## src/rtl/aer_event_scheduler.sv

```systemverilog
// Round-robin AER arbiter: packs {ts, x, y, pol} for one of 64 pixel requesters per cycle, 4-phase ack per pixel.
// Latency: req sampled at edge N with the slot free -> valid_o/ack_o set in cycle N+1; all outputs registered.
// Backpressure: word held stable while valid_o && !ready_i; reloads in the same edge as a transfer (no bubble).
// Optional build macro AER_SCHED_TS_SATURATE_EN: timestamp sticks at all-ones instead of wrapping.
module aer_event_scheduler #(
    parameter int TS_WIDTH = 32
) (
    input  logic                  clk_i,
    input  logic                  reset_i,
    input  logic [63:0]           req_i,
    input  logic [63:0]           pol_i,
    output logic [63:0]           ack_o,
    output logic [TS_WIDTH+6:0]   data_out_o,
    output logic                  valid_o,
    input  logic                  ready_i
);

    logic [TS_WIDTH-1:0] ts;
    logic [5:0]          ptr;
    logic [63:0]         eligible;
    logic [63:0]         rotated;
    logic [5:0]          offset;
    logic [5:0]          grant_idx;
    logic                load;

    // Pick the first eligible pixel at or after ptr: rotate so ptr sits at bit 0, then take the lowest set bit.
    always_comb begin
        eligible = req_i & ~ack_o;
        rotated  = '0;
        for (int i = 0; i < 64; i++) begin
            rotated[i] = eligible[ptr + 6'(i)];
        end
        offset = '0;
        for (int i = 63; i >= 0; i--) begin
            if (rotated[i]) begin
                offset = 6'(i);
            end
        end
        grant_idx = ptr + offset;
        load      = (!valid_o || ready_i) && (|eligible);
    end

    // Free-running timestamp; zero in the first cycle after reset is released.
    always_ff @(posedge clk_i) begin
        if (reset_i) begin
            ts <= '0;
        end else begin
`ifdef AER_SCHED_TS_SATURATE_EN
            if (ts != {TS_WIDTH{1'b1}}) begin
                ts <= ts + {{(TS_WIDTH-1){1'b0}}, 1'b1};
            end
`else
            ts <= ts + {{(TS_WIDTH-1){1'b0}}, 1'b1};
`endif
        end
    end

    // Round-robin pointer moves just past the most recent winner (6-bit add wraps 63 -> 0).
    always_ff @(posedge clk_i) begin
        if (reset_i) begin
            ptr <= '0;
        end else if (load) begin
            ptr <= grant_idx + 6'd1;
        end
    end

    // Acks drop once the pixel withdraws its request; a fresh grant sets its own bit in the same edge.
    always_ff @(posedge clk_i) begin
        if (reset_i) begin
            ack_o <= '0;
        end else begin
            ack_o <= (ack_o & req_i) | (load ? (64'd1 << grant_idx) : 64'd0);
        end
    end

    // Output register: load on a free or draining slot, otherwise clear valid after a transfer.
    always_ff @(posedge clk_i) begin
        if (reset_i) begin
            valid_o    <= 1'b0;
            data_out_o <= '0;
        end else if (load) begin
            valid_o    <= 1'b1;
            data_out_o <= {ts, grant_idx, pol_i[grant_idx]};
        end else if (ready_i) begin
            valid_o    <= 1'b0;
        end
    end

endmodule

```

## config.mk

```make
export PLATFORM = sky130hd
export DESIGN_NAME = aer_event_scheduler
export DESIGN_NICKNAME = d
export VERILOG_FILES = /design/src/rtl/aer_event_scheduler.sv
export SDC_FILE = /design/constraint.sdc
export NUM_CORES = 1
export LEC_CHECK = 0
export CAP_MARGIN = 20
export CORE_ASPECT_RATIO = 0.6
export CORE_UTILIZATION = 61
export CTS_CLUSTER_SIZE = 40
export DETAILED_ROUTE_END_ITERATION = 6
export PLACE_DENSITY = 0.95
export REMOVE_ABC_BUFFERS = 1
export SLEW_MARGIN = 20
export SYNTH_ARGS = -nofsm -noshare
export SYNTH_HDL_FRONTEND = slang
export SYNTH_SLANG_ARGS = --single-unit
```

## constraint.sdc

```tcl
create_clock -name clk_i -period 18.4 [get_ports clk_i]
set_input_delay 3.68 -clock clk_i [delete_from_list [all_inputs] [get_ports clk_i]]
set_output_delay 3.68 -clock clk_i [all_outputs]
set_load 0.01 [all_outputs]
```

# Yosys cells after proc, flatten, opt, wreduce, memory -nomap -nowiden
# Index checks and enable logic that the tools add are counted.
# classes
muxes	197
n_reduce_logical	5
n_addsub	66
magnitude_cmp	65
n_shift	1
bitwise_logic	4
# ops
cell	n
$lt 6x7->1 const B	65
$bmux 1 s6	65
$mux 6	64
$add 6x6->6 const B	32
$and 64x64->64	2
$add 6x5->6 const B	16
$mux 1	67
$mux 64	1
$not 64->64	1
$or 64x64->64	1
$reduce_or 64->1	1
$shl 1x6->64 const A	1
$add 6x4->6 const B	8
$add 32x1->32 const B	1
$add 6x3->6 const B	4
$add 6x1->6 const B	2
$add 6x2->6 const B	2
$add 6x6->6	1
$reduce_bool 2->1	1
$logic_and 1x1->1	1
$logic_not 1->1	1
$logic_or 1x1->1	1
# word_totals
inputBits	131
ff_bits	142
output_inout_bits	104
word_cells	343

# Logic depth before layout (Yosys ltp)
# depth
word_depth	72
mapped_depth	32
depth_no_buf	25

# Least setup slack after synthesis
# No wires, ideal clock.
# synth_timing
path_type	input -> register
start	in req_i[14]
end	reg data_out_o[0]
path_buffers	3
setup_ps	116
t_arrival_ps	8760
path_slack_ps	9525
required_time_ps	18284
path_stages	19
path_cell_list	nor2b_1 buf_1 mux4_2 mux2_2 mux4_2 mux2_2 nor4_1 and3_1 a2111o_1 nand3_1 a32o_1 ha_1 clkbuf_1 buf_1 mux4_2 mux4_2 mux2i_1 mux2i_1 a31o_1
# synth_via
elab_chain_cells	70
word_cells_on_any_way	198
classes_between	1 x add/sub; 194 x mux; 1 x bitwise; 2 x reduce/logical
# synth_rtl
item	line	text
from (decl)	10	input logic [63:0] req_i,
$and 64x64->64 (*)	28	eligible = req_i & ~ack_o;
$bmux 1 s6	31	rotated[i] = eligible[ptr + 6'(i)];
$mux 1 (implied by the code)	31	
$mux 6 (63 in series)	35	if (rotated[i]) begin
$mux 6 (*)	35	
$add 6x6->6 (*)	39	grant_idx = ptr + offset;
named net grant_idx[0]	23	logic [5:0] grant_idx;
$bmux 1 s6 (*)	83	data_out_o <= {ts, grant_idx, pol_i[grant_idx]};
$mux 1 (implied by the code) (*)	83	
to (signal assigned)	83	
to (decl)	13	output logic [TS_WIDTH+6:0] data_out_o,
# Mark *: on every way through the listed nets, which the timed path passes. The rest lies on a longest branch. The select of a mux whose other input is x is not followed.
# A chain may end at the register's enable or synchronous reset.

# Worst setup path after layout
# layout_timing
start	in req_i[7]
end	reg ack_o[24]
# layout_via
elab_chain_cells	71
word_cells_on_any_way	199
classes_between	1 x add/sub; 1 x shift; 193 x mux; 2 x bitwise; 2 x reduce/logical
# layout_rtl
item	line	text
$and 64x64->64 (*)	28	
$bmux 1 s6	31	
$mux 1 (implied by the code)	31	
$mux 6 (64 in series)	35	
$add 6x6->6	39	
$shl 1x6->64	72	ack_o <= (ack_o & req_i) | (load ? (64'd1 << grant_idx) : 64'd0);
$mux 64 (*)	72	
$or 64x64->64 (*)	72	
to (signal assigned)	72	
to (decl)	12	output logic [63:0] ack_o,
# Every way passes the cells marked *; elsewhere a longest branch is shown, timed or not. The select of a mux whose other input is x is not followed.

==> flow_metrics.tcl <==
set metrics [dict create \
    power.total_uw 4480 \
    crit_type "in2reg" \
    grt_pass1_vias 15534 \
    maxSlewHeadroom 0.165 \
    cp_slowest_cell "fa_1" \
    vias 16773 \
    cp_slowest_stage_delay_ns 1.25 \
    startpoint_type "primary input" \
    syn_to_final_growth_pct 19.4 \
    first_pass_iters 7 \
    dp_hpwl_um 55000 \
    power_switching_uw 2390 \
    place.gp.congestion 1.06 \
    finalHoldViolations 0 \
    antenna_found_initial 4 \
    htreeDepth 4 \
    grt_pass1_wl_um 102000 \
    seqPwrFrac 0.082 \
    tightest_slew_ns 1.25 \
    critPathArrivalTime_ns 11.26 \
    drtIter0Drc 3223 \
    dieHeight_um 129 \
    cts_setup_buffers 0 \
    max_freq_mhz 91.7 \
    synth_top_area_share 0.329 \
    yosysWarnings 0 \
    core_area_um2 25700 \
    fp.dieArea_um2 27400 \
    tns_ns 0 \
    clock_skew_ns 0.0140 \
    routed_wl_um 71300 \
    die-width_um 213 \
    pre_cts_slack_ns 7.61 \
    synth_edf_count 0 \
    drtAntennaViolNets 0 \
    clkPwrFrac 0.079 \
    min_period_ns 10.91 \
    synth_area_um2 16300 \
    ys_seq_elements 142 \
    track_usage 0.520 \
    intPower_uw 2080 \
    slew_violations 0 \
    synth_top_family_by_area "multiplexers" \
    cap_violations 0 \
    cts.sinks 142 \
    syn_area_per_cell_um2 10.3 \
    crit_path_cell_trace "clkdlybuf4s50_1 > nor2b_1 > mux2i_1 > mux4_2 > mux4_2 > mux2i_1 > o21ai_0 > nand3_1 > a41oi_1 > a2111o_1 > nand3_1 > a32o_1 > ha_1 > inv_1 > fa_1 > nor3b_1 > nand2_1 > o31ai_1" \
    fin_ws_ns 7.49 \
    num_rows 45 \
    endpoint_kind "flop" \
    synth_flop_cell "dfxtp_1" \
    synth_compound_area_frac 0.0785 \
    drc_errors 19 \
    path_clk_slew_ns 0.07 \
    setup_violations 0 \
    viasPerCell 7.90 \
    synthAdderAreaFrac 0.0204 \
    synthArstFlopShare 0 \
    gr-total-overflow 0 \
    switching_share 0.535 \
    synth_cell_type_count 73 \
    cts_hold_buffers 0 \
    dpl_cell_area_um2 18900 \
    synth_xor_area_frac 0.0514 \
    io_buffer_count 234 \
    clk_latency_ns 0.46 \
    wl_per_cell_um 33.6 \
    synth_simple_gate_area_frac 0.156 \
    pwr-share-comb 0.839 \
    cts_made_buffers 17 \
    initial_utilization 0.633 \
    cts.path.max_buffers 2 \
    period_share 0.593 \
    outcome "complete, but fails checks" \
    power_density_nw_per_um2 230 \
    drive_gt1_frac 0.212 \
    hold_class "reg2reg" \
    crit_required_ns 18.75 \
    cts_resized 0 \
    cts_tree "yes" \
    fin_nets 1912 \
    leakage_uw 0.00716 \
    vdd_drop_max_v 0.000204 \
    path_max_fanout 22 \
    rsz0062_at_grt "no" \
    io_pins 235 \
    ys_seq_area_frac 0.175 \
    final_area_um2 19500 \
    violations "DRC" \
    yosys.area.top_type "mux4_2" \
    cts-root-buf "clkbuf_16" \
    synth_cells 1578 \
    grt_max_degree 96 \
    synthTopCellsByArea "mux4_2 33%, dfxtp_1 17%, mux2i_1 13%" \
    muxShareOfSynthArea 0.485 \
]
## final cells by class
type | instances | area, um^2
sequential | 142 | 2850
clock inverter | 15 | 164
clock buffer | 17 | 425
timing repair buffer | 263 | 2560
inverter | 23 | 88.8
antenna | 2 | 5.00
multi-input combinational | 1308 | 12900
fill | 1687 | 6280
tap | 352 | 440
## power by group through the flow
stage / registers [uW] / clock network [uW] / logic, uW
after global placement: 369 / 0 / 3410
after CTS: 364 / 350 / 3510
after floorplan: 396 / 0 / 2410
after global routing: 368 / 364 / 3800
final: 367 / 355 / 3760
after detailed placement: 371 / 0 / 3470
## critical path, delay by kind of cell
| kind | cells | cell delay (ns) |
|---|---|---|
| buffers and inverters | 2 | 0.54 |
| adders and majority gates | 2 | 1.41 |
| AOI/OAI and AO/OA | 5 | 1.27 |
| muxes | 4 | 1.83 |
| and+or+nand+nor | 5 | 2.50 |
## cells by family after synthesis
family | Yosys count
buffers and inverters | 128
XOR/XNOR | 93
multiplexers | 486
adder cells (fa/ha/maj) | 26
AO/OA/AOI/OAI | 194
flip-flops | 142
AND/OR/NAND/NOR | 509
## routing by layer
metal / vias up / track usage / share of wire
met4: 4 / 0.178 / 0.048
met1: 8058 / 0.677 / 0.36
li1: 6468 / - / -
met2: 1898 / 0.682 / 0.38
met5: - / 0.0207 / 0.0015
met3: 345 / 0.343 / 0.22
## path summary, 6_finish.rpt
check / start / to / slack (ns) / depth (start not counted)
max reg2reg: ptr[0] / ack_o[35] / 9.36 / 20
max: req_i[7] / ack_o[24] / 7.49 / 18
min reg2reg: ts[0] / ts[0] / 0.47 / 1
min: ts[0] / ts[0] / 0.47 / 1
## registers in the layout (all words and copies together), names as in the netlist
register	flops
ptr	6
valid_o	1
ts	32
data_out_o	39
ack_o	64
## cell usage in the layout (no fill, tap or decap), types with 5 or more instances in the layout
cell,Yosys,layout
mux4_2,238,238
clkdlybuf4s50_1,0,233
mux2i_1,205,205
nand2_1,151,151
dfxtp_1,142,141
nor2_1,106,106
nor2b_1,73,72
xnor2_1,67,64
nand2b_1,60,60
a21oi_1,51,51
o22ai_1,44,44
mux2_2,43,43
nand3_1,31,31
buf_4,6,30
o21ai_0,26,26
ha_1,25,24
xor2_1,23,23
nor4_1,22,22
clkbuf_16,0,17
inv_1,17,16
nor3_1,11,11
nand4_1,10,10
o32ai_1,10,10
or3_1,9,9
and3_1,9,9
and2_1,7,7
inv_8,0,7
a31oi_1,6,6
inv_2,4,5
or2_2,5,5
o211ai_1,5,5
o21bai_1,5,5
a211oi_1,5,5
inv_6,0,5
## Yosys cell counts, types with 31 or more instances
| cell | n |
|---|---|
| mux4_2 | 238 |
| mux2i_1 | 205 |
| nand2_1 | 151 |
| dfxtp_1 | 142 |
| nor2_1 | 106 |
| nor2b_1 | 73 |
| xnor2_1 | 67 |
| nand2b_1 | 60 |
| clkbuf_1 | 53 |
| a21oi_1 | 51 |
| o22ai_1 | 44 |
| mux2_2 | 43 |
| nand3_1 | 31 |
## metrics by stage
stage	utilization	std cells	hold slack, ns
2_1_floorplan	-	1473	0.425
3_3_place_gp	0.733	2088	0.440
3_5_place_dp	0.733	2088	0.458
4_1_cts	0.756	2120	0.474
5_1_grt	0.756	2120	0.504
6_report	0.756	2122	0.467
Power figures use the tool's default switching activity.
